--- src/rtl/fetch_unit.sv ---
// Instruction-fetch stage: owns the PC, drives it to instruction memory and
// registers the returned word into an IF/ID slot with a valid/ready handshake.
module fetch_unit #(
  parameter int                  REG_SIZE = 32,
  parameter logic [REG_SIZE-1:0] RESET_PC = '0,
  parameter logic [REG_SIZE-1:0] NOP_INST = REG_SIZE'(32'h0000_0013)
) (
  input  logic                clk,
  input  logic                rst,
  output logic [REG_SIZE-1:0] imem_addr_o,
  input  logic [REG_SIZE-1:0] imem_inst_i,
  input  logic                redirect_i,
  input  logic [REG_SIZE-1:0] redirect_pc_i,
  input  logic                ready_i,
  output logic                valid_o,
  output logic [REG_SIZE-1:0] inst_o,
  output logic [REG_SIZE-1:0] pc_o,
  output logic [REG_SIZE-1:0] pc_plus4_o,
  output logic                misaligned_o,
  output logic [REG_SIZE-1:0] fetch_count_o
);

  typedef enum logic {FETCH, TRAP} state_t;

  localparam logic [REG_SIZE-1:0] FOUR = REG_SIZE'(4);
  localparam logic [REG_SIZE-1:0] ONE  = REG_SIZE'(1);

  state_t              state_reg;
  logic [REG_SIZE-1:0] pc_reg;
  logic                valid_reg;
  logic [REG_SIZE-1:0] inst_reg;
  logic [REG_SIZE-1:0] pc_out_reg;
  logic [REG_SIZE-1:0] pc_plus4_reg;
  logic                misaligned_reg;
  logic [REG_SIZE-1:0] fetch_count_reg;

  logic load;
  logic handshake;
  logic redirect_misaligned;

  assign load                = !valid_reg || ready_i;
  assign handshake           = valid_reg && ready_i;
  assign redirect_misaligned = redirect_pc_i[1:0] != 2'b00;

  always_ff @(posedge clk or posedge rst) begin
    if (rst) begin
      state_reg       <= FETCH;
      pc_reg          <= RESET_PC;
      valid_reg       <= 1'b0;
      inst_reg        <= NOP_INST;
      pc_out_reg      <= '0;
      pc_plus4_reg    <= FOUR;
      misaligned_reg  <= 1'b0;
      fetch_count_reg <= '0;
    end else begin
      // Handshakes are counted even on the edge that flushes the slot.
      if (handshake) begin
        fetch_count_reg <= fetch_count_reg + ONE;
      end
      case (state_reg)
        FETCH: begin
          if (redirect_i && redirect_misaligned) begin
            state_reg      <= TRAP;
            misaligned_reg <= 1'b1;
            valid_reg      <= 1'b0;
            inst_reg       <= NOP_INST;
          end else if (redirect_i) begin
            pc_reg    <= redirect_pc_i;
            valid_reg <= 1'b0;
            inst_reg  <= NOP_INST;
          end else if (load) begin
            inst_reg     <= imem_inst_i;
            pc_out_reg   <= pc_reg;
            pc_plus4_reg <= pc_reg + FOUR;
            valid_reg    <= 1'b1;
            pc_reg       <= pc_reg + FOUR;
          end
        end
        TRAP: begin
          valid_reg      <= 1'b0;
          inst_reg       <= NOP_INST;
          misaligned_reg <= 1'b1;
        end
        default: state_reg <= TRAP;
      endcase
    end
  end

  assign imem_addr_o   = pc_reg;
  assign valid_o       = valid_reg;
  assign inst_o        = inst_reg;
  assign pc_o          = pc_out_reg;
  assign pc_plus4_o    = pc_plus4_reg;
  assign misaligned_o  = misaligned_reg;
  assign fetch_count_o = fetch_count_reg;

endmodule

--- config.mk ---
export PLATFORM = sky130hd
export DESIGN_NAME = fetch_unit
export DESIGN_NICKNAME = d
export VERILOG_FILES = /design/src/rtl/fetch_unit.sv
export SDC_FILE = /design/constraint.sdc
export NUM_CORES = 1
export LEC_CHECK = 0
export ABC_CLOCK_PERIOD_IN_PS = 10600
export CORE_ASPECT_RATIO = 0.6
export CORE_UTILIZATION = 25
export DETAILED_ROUTE_END_ITERATION = 8
export GPL_TIMING_DRIVEN = 0
export SLEW_MARGIN = 40
export SYNTH_ARGS = -nofsm -noshare
export SYNTH_HDL_FRONTEND = slang
export SYNTH_SLANG_ARGS = --single-unit
export TNS_END_PERCENT = 30
--- constraint.sdc ---
create_clock -name clk -period 10.6 [get_ports clk]
set_clock_uncertainty 0.05 [all_clocks]
set_input_delay 1.59 -clock clk [delete_from_list [all_inputs] [get_ports clk]]
set_output_delay 1.59 -clock clk [all_outputs]
set_load 0.02 [all_outputs]
# Word level (Yosys, flattened, before mapping)
# Cells that the tools add are included.
[op_classes]
n_mux = 14
n_eq_ne = 2
addsub = 2
reduce_logical = 8
bitwise = 3
[ops]
columns = ["op", "count"]
rows = [
  ["$mux W32", 5],
  ["$pmux W32 S2", 1],
  ["$add A32 B1 Y32 const B", 1],
  ["$add A32 B3 Y32 const B", 1],
  ["$mux W1", 6],
  ["$ne A4 B4 Y1 const B", 1],
  ["$pmux W1 S2", 2],
  ["$reduce_and A4 Y1", 1],
  ["$reduce_bool A2 Y1", 2],
  ["$not A1 Y1", 3],
  ["$reduce_and A3 Y1", 1],
  ["$logic_and A1 B1 Y1", 2],
  ["$ne A2 B2 Y1 const B", 1],
  ["$logic_not A1 Y1", 1],
  ["$logic_or A1 B1 Y1", 1],
]
[totals]
in_bits = 68
out_inout_bits = 162
elab_cells = 37
reg_bits = 163

# Logic depth before layout (Yosys ltp)
# Gate-level depths: netlist of run 1.
[depth]
ltp_word = 6
mapped_depth = 8
depth_no_buf = 6

# Worst setup path after synthesis of run 1
# Ideal clock, no wire load.
[synth_path]
path_kind = "in2reg"
start = "input port redirect_i"
end = "register pc_reg[26], in the netlist imem_addr_o[26]"
required_ns = 10.446
setup_slack_ns = 7.661
path_stages = 5
arrival_time_ns = 2.786
n_path_buf = 1
setup_ns = 0.104
path_cell_list = "buf_4 -> inv_2 -> nor4_1 -> a22oi_1 -> o311ai_1"
[synth_via]
elab_chain_len = 3
elab_cells_between_ends = 5
classes_between = "mux (1); bitwise (1); reduce/logical (3)"
[synth_rtl]
columns = ["item", "line", "rtl"]
rows = [
  ["start: declaration", "12", "input logic redirect_i,"],
  ["$logic_and A1 B1 Y1", "62", "if (redirect_i && redirect_misaligned) begin"],
  ["$not A1 Y1 (no source line)", "n/a", ""],
  ["$reduce_and A3 Y1 (no source line)", "n/a", ""],
  ["end signal: assignment", "68", "pc_reg <= redirect_pc_i;"],
  ["end signal: assignment", "76", "pc_reg <= pc_reg + FOUR;"],
  ["end: declaration", "29", "logic [REG_SIZE-1:0] pc_reg;"],
]
# Several ways; a longest one is shown, not always the timed one.
# A chain may end at the register's enable or synchronous reset.

# Final worst setup path of run 1
[layout_path]
start = "input port redirect_pc_i[1]"
end = "register pc_out_reg[20], in the netlist pc_o[20]"
[layout_via]
elab_chain_len = 4
[layout_rtl]
columns = ["item", "line", "rtl"]
rows = [
  ["start: declaration", "13", "input logic [REG_SIZE-1:0] redirect_pc_i,"],
  ["$reduce_bool A2 Y1", "43", "assign redirect_misaligned = redirect_pc_i[1:0] != 2'b00;"],
  ["$logic_and A1 B1 Y1", "62", ""],
  ["$not A1 Y1 (no source line)", "n/a", ""],
  ["$reduce_and A4 Y1 (no source line)", "n/a", ""],
  ["end signal: assignment", "73", "pc_out_reg <= pc_reg;"],
  ["end: declaration", "32", "logic [REG_SIZE-1:0] pc_out_reg;"],
]
# No other way between the ends.

==> summary.txt, run 1 <==
DP HPWL = 19300 µm
most frequent cells in the layout = 228 x clkdlybuf4s50_1, 157 x dfrtp_1, 147 x nand2_1
die height = 134 µm
Slew HR = 0.543
Die W = 222 µm
post-route setup slack = 7000 ps
Critical R2R Capture = pc_plus4_o[30]
number of global-route vias before repair = 6299
drt total wl = 25800 µm
H-Tree Depth = 4
Core Area = 28100 µm²
Final Critical Period = 3600 ps
Placed Area = 10100 µm²
Area growth, synth to finish = 47.4%
unrepaired setup endpoints after global routing = no
per-cell routed wire length = 19.3 µm
Post-Synth Adder-Cell Area = 0.00344
Final period util = 0.339
postcts setup bufs = 0
wire length on met2 = 10600 µm
R2R depth = 6
Worst Setup SP = redirect_pc_i[1]
first-pass GRT wire length = 39100 µm
Setup crit end kind = register
Site Rows = 47
CP max stage cell = clkdlybuf4s50_1
Final Hold Vio Count = 0
Min-Delay Path Class = register to register
FILL cells = 2793
CTS buffer count = 17
status = finished clean
Yosys reg bits = 161
Met3 Routed Length = 2150 µm
number of setup violations in the final report = 0
largest net degree at the start of global routing = 64
xor and xnor area share after synthesis = 0.0699
pwr/cell area = 129 nW/µm²
CP Class = input pin to register
Pins Over Slew Limit = 0
Peak supply drop = 65.5 µV
Clk pin slew, worst setup/hold paths = 60 ps
synthesized area per cell = 10.3 µm²
EDFF count, synth = 0
clk root buf = clkbuf_16
Sink Count = 161
Lkg Pwr = 4.67 nW
ys flop type = dfrtp_1
CP Cell Sequence = clkdlybuf4s50_1 -> o21ai_0 -> o211ai_2 -> nor2_2 -> buf_2 -> buf_2 -> nand2_1 -> nand2_1
top sig layer = met4
Starting Density = 0.259
Critical Path Source Type = input pin
Fin Setup TNS = 0 ps
Crit path largest cell delay = 440 ps
Crit path required time = 10940 ps
Synth warnings = 0
CTS-repair resized insts = 0
Seq/Total Area, Yosys = 0.555
fraction of registers with async set/reset = 1.00
synthesized net count = 778
Antenna Cells = 0
ratio of cells with drive above 1 in the final layout = 0.0844
Design Power = 1.38 mW
Reg2Reg Setup Slack = 8010 ps
Total GRT Usage = 0.177
Worst Setup EP = pc_o[20]
Synth Instances = 708
drt first pass iters = 5
CP arrival = 3940 ps
Worst R2R Start = imem_addr_o[2]
Post-Synth Simple-Gate Area = 0.192
Compound-Gate Fraction of Synth Area = 0.127
f_max = 0.278 GHz
Design Area, Final = 10700 µm²
Hold Buf Count CTS = 0
Post-DRT Antenna Nets = 0
Post-route DRC = 0
Worst-Margin Slew = 685 ps
I/O pin total = 230
gr ovfl total = 0
Nets = 1029
Netlist cell types = 62
Place WS = 6470 ps
Vias = 6389
Syn Std Cell Area = 7270 µm²
Initial DRC Count = 484
Via density = 4.78
CTS tree = yes
GPL Wtd Cong = 0.827
CP max FO = 10
mux cell area share after synthesis = 0.00431
worst-skew pair later-pin latency = 450 ps
PortBufs = 228
die area = 29800 µm²
max-cap viol count = 0
largest family of logic cells by synthesized area = simple AND/OR/NAND/NOR gates
Clock Path Buffers = 2
M1 WL = 12700 µm
most common cell after layout, fill and taps aside = clkdlybuf4s50_1
initial antenna violation count = 1
[synth_stat cells (all sizes together) (2+ instances only)]
| cell type | count | area (µm²) |
|---|---|---|
| a22o | 29 | 254 |
| nand2 | 147 | 552 |
| nor3 | 9 | 61.3 |
| a22oi | 9 | 67.6 |
| nand4 | 21 | 146 |
| ha | 2 | 25.0 |
| nor4b | 2 | 38.8 |
| xor2 | 23 | 201 |
| o21ai | 56 | 284 |
| nand3 | 38 | 195 |
| nor2 | 20 | 77.6 |
| and3 | 21 | 133 |
| nor4 | 4 | 25.0 |
| and4 | 8 | 70.1 |
| a31oi | 4 | 25.0 |
| inv | 8 | 30.0 |
| and2 | 5 | 32.5 |
| xnor2 | 35 | 307 |
| mux2i | 2 | 20.0 |
| dfstp | 4 | 105 |
| o311ai | 12 | 105 |
| dfrtp | 157 | 3930 |
| buf | 26 | 176 |
| nor2b | 3 | 18.8 |
| a21oi | 17 | 85.1 |
| o22a | 3 | 26.3 |
| o211ai | 2 | 20.0 |
| clkbuf | 25 | 126 |
| or2 | 2 | 12.5 |
[layer usage]
metal / vias to the layer above / track usage
met2: 251 / 0.244
li1: 2984 / -
met4: 0 / 0.0525
met5: - / 0
met3: 16 / 0.0605
met1: 3138 / 0.257
[power by group]
part | switching, mW | internal, mW | total [mW]
combinational | 0.0437 | 0.0420 | 0.0858
clock | 0.261 | 0.410 | 0.671
sequential | 0.00480 | 0.621 | 0.626
[critical path: cells and delay by family]
family	cells	cell delay, ps
and+or+nand+nor	3	550
AOI/OAI and AO/OA	2	700
buffers and inverters	3	1090
[how the worst min path moves through the flow]
| stage | slack, ps | startpoint | cells past startpoint | end |
|---|---|---|---|---|
| 6_report | 420 | misaligned_o | 1 | misaligned_o |
| 5_1_grt | 420 | misaligned_o | 1 | misaligned_o |
| 4_1_cts | 420 | misaligned_o | 1 | misaligned_o |
| 3_5_place_dp | 400 | misaligned_o | 1 | misaligned_o |
| 3_3_place_gp | 410 | fetch_count_o[31] | 1 | fetch_count_o[31] |
| 2_1_floorplan | 420 | state_reg | 1 | valid_o |
[stage by stage]
stage | utilization | cells | hold WS [ps]
5_1_grt | 0.382 | 1338 | 424
3_3_place_gp | 0.357 | 1303 | 406
3_5_place_dp | 0.360 | 1307 | 402
6_report | 0.382 | 1338 | 417
4_1_cts | 0.382 | 1338 | 420
2_1_floorplan | - | 708 | 421
[kinds of logic after synthesis]
| group | after synthesis |
|---|---|
| flops | 161 |
| mux | 3 |
| compound gates | 139 |
| buf+inv | 60 |
| fa+ha+maj | 2 |
| xor+xnor | 58 |
| simple gates | 285 |
[final cells by class]
class	instances	area, µm²	share of cell area
clock inverter	10	156	0.0146
tap	367	459	0.0429
sequential	161	4030	0.377
multi-input combinational	487	2890	0.270
clock buffer	21	470	0.0439
inverter	8	37.5	0.00350
buffer	52	314	0.0293
timing repair buffer	232	2350	0.219
Note: power is estimated with default switching activity, not from simulation.
==> run 2: changes to the inputs <==
- ABC_CLOCK_PERIOD_IN_PS: 10600 -> 3720
- clock period: 10.6 -> 3.72 ns (I/O delays scaled with it)
==> run 2 against run 1 <==
Critical path depth unchanged. Hold slack got worse by 80 ps. Global-route usage increased by 0.36 points. Combinational power grew to 3.0 times the previous value. First-iteration DRC count fell by 11%. Power rose to 2.8 times the previous value. Clock power rose to 2.8 times the previous value. Sequential power increased to 2.8 times the previous value. Via count increased by 0.16%. Wire length up 1.1%. Critical path type unchanged. Critical endpoint is now pc_o[23]. Largest power group unchanged. Highest routed layer unchanged.
==> summary.txt, run 2 (synthesis gave the netlist of run 1 again) <==
Crit path largest cell delay = 440 ps (about the same)
Placed Area = 10200 µm² (was 10100 µm²)
Post-DRT Antenna Nets = 0 (unchanged)
Pins Over Slew Limit = 0 (unchanged)
CP Class = input pin to register (unchanged)
drt first pass iters = 5 (unchanged)
most frequent cells in the layout = 228 x clkdlybuf4s50_1, 157 x dfrtp_1, 147 x nand2_1 (unchanged)
Final period util = 0.708
pwr/cell area = 364 nW/µm² (was 129 nW/µm²)
clk root buf = clkbuf_16 (unchanged)
Reg2Reg Setup Slack = 1140 ps (was 8010 ps)
Vias = 6399 (was 6389)
first-pass GRT wire length = 40000 µm (was 39100 µm)
gr busiest metal = met1 (unchanged)
Place WS = 594 ps (was 6470 ps)
unrepaired setup endpoints after global routing = no (unchanged)
CP arrival = 2950 ps (was 3940 ps)
H-Tree Depth = 4 (unchanged)
Peak supply drop = 233 µV (was 65.5 µV)
ratio of cells with drive above 1 in the final layout = 0.0902 (was 0.0844)
I/O pin total = 230 (unchanged)
CP Cell Sequence = clkdlybuf4s50_1 -> o21ai_0 -> o211ai_2 -> nor2_2 -> buf_2 -> buf_2 -> nand2_1 -> nand2_1 (unchanged)
hold slack = 337 ps (was 417 ps)
Final Hold Vio Count = 0 (unchanged)
Area growth, synth to finish = 48.5% (was 47.4%)
PortBufs = 228 (unchanged)
largest net degree at the start of global routing = 25 (was 64)
Placed Instances = 1312 (was 1307)
Min-Delay Path Class = input pin to register (was register to register)
worst-skew pair later-pin latency = 440 ps (was 450 ps)
Via density = 4.76 (was 4.78)
number of global-route vias before repair = 6421 (was 6299)
Hold Buf Count CTS = 0 (unchanged)
Post-route DRC = 0 (unchanged)
Core Area = 28100 µm² (unchanged)
max-cap viol count = 0 (unchanged)
Die W = 222 µm (unchanged)
post-route setup slack = 1090 ps (was 7000 ps)
Critical Path Source Type = input pin (unchanged)
postcts setup bufs = 0 (unchanged)
Design Area, Final = 10800 µm² (was 10700 µm²)
CTS tree = yes (unchanged)
die area = 29800 µm² (unchanged)
Final Util = 0.385 (was 0.382)
Clk pin slew, worst setup/hold paths = 70 ps (was 60 ps)
Worst-Margin Slew = 711 ps (was 685 ps)
drt total wl = 26100 µm (was 25800 µm)
Design Power = 3.93 mW (was 1.38 mW)
M2 GR Usage = 0.247 (was 0.244)
number of setup violations in the final report = 0 (unchanged)
met1 global-route usage = 0.268 (was 0.257)
f_max = 0.380 GHz
worst path buffer plus inverter count = 3 (unchanged)
Lkg Pwr = 4.69 nW (was 4.67 nW)
Initial DRC Count = 433 (was 484)
Finished Layout Cells = 1343 (was 1338)
Starting Density = 0.259 (unchanged)
CP max FO = 10 (unchanged)
Slew HR = 0.526 (was 0.543)
Nets = 1034 (was 1029)
CTS-repair resized insts = 0 (unchanged)
status = finished clean (unchanged)
Final Critical Period = 2630 ps
Site Rows = 47 (unchanged)
per-cell routed wire length = 19.4 µm (was 19.3 µm)
GPL Wtd Cong = 0.833 (was 0.827)
Clock Path Buffers = 2 (unchanged)
Fin Setup TNS = 0 ps (unchanged)
Crit path required time = 4040 ps (was 10940 ps)
die height = 134 µm (unchanged)
Worst path top cell family by delay = buffers and inverters (unchanged)
DP HPWL = 19600 µm (was 19300 µm)
gr ovfl total = 0 (unchanged)
met3 Track Usage GR = 0.0591 (was 0.0605)
CTS buffer count = 17 (unchanged)
CP max stage cell = clkdlybuf4s50_1 (unchanged)
Setup crit end kind = register (unchanged)
most common cell after layout, fill and taps aside = clkdlybuf4s50_1 (unchanged)
Antenna Cells = 0 (unchanged)
initial antenna violation count = 0 (was 1)
Sink Count = 161 (unchanged)
Total GRT Usage = 0.180 (was 0.177)
run 2: cell types whose count changed in the layout (fill, tap and decap cells not counted), moves of 2 or more:
cell        delta
buf_12         +6
clkinv_2       -4
clkinv_4       +3
clkinvlp_4     +3
clkbuf_8       -2
inv_6          +2
run 2: per-layer routing:
layer | vias up | routed length (µm)
li1 | 2990 | -
met1 | 3137 | 13000
met2 | 253 | 10600
met3 | 19 | 2200
met4 | 0 | 286
met5 | - | 0
run 2: final cells by class:
class | instances | area, µm²
clock buffers | 18 | 439
fillers | 2754 | 17300
plain buffers | 52 | 314
well taps | 367 | 459
clock inverters | 13 | 176
flip-flops and latches | 161 | 4030
inverters | 8 | 33.8
repair buffers | 237 | 2440
multi-input cells | 487 | 2890
run 2: final timing paths:
path,from,to,cells past startpoint
max in group asynchronous,rst,pc_plus4_o[2],6
worst min-delay path,redirect_i,valid_o,2
worst max-delay path,redirect_pc_i[1],pc_o[23],8
worst min register to register,fetch_count_o[31],fetch_count_o[31],1
min in group asynchronous,rst,fetch_count_o[13],2
worst max register to register,imem_addr_o[2],pc_plus4_o[28],6
run 2: report_power, final:
part	total [mW]	internal (mW)	switching, mW	leakage, nW
combinational	0.257	0.129	0.128	2.34
clock	1.89	1.09	0.800	0.292
sequential	1.78	1.77	0.0143	2.06
run 2: worst reg2reg max path, cell delays in order (launching register included):
cell,delay [ps]
dfrtp_1,530
ha_1,320
nand3_1,280
nor4b_4,670
nand4_1,320
xor2_1,220
o21ai_1,110
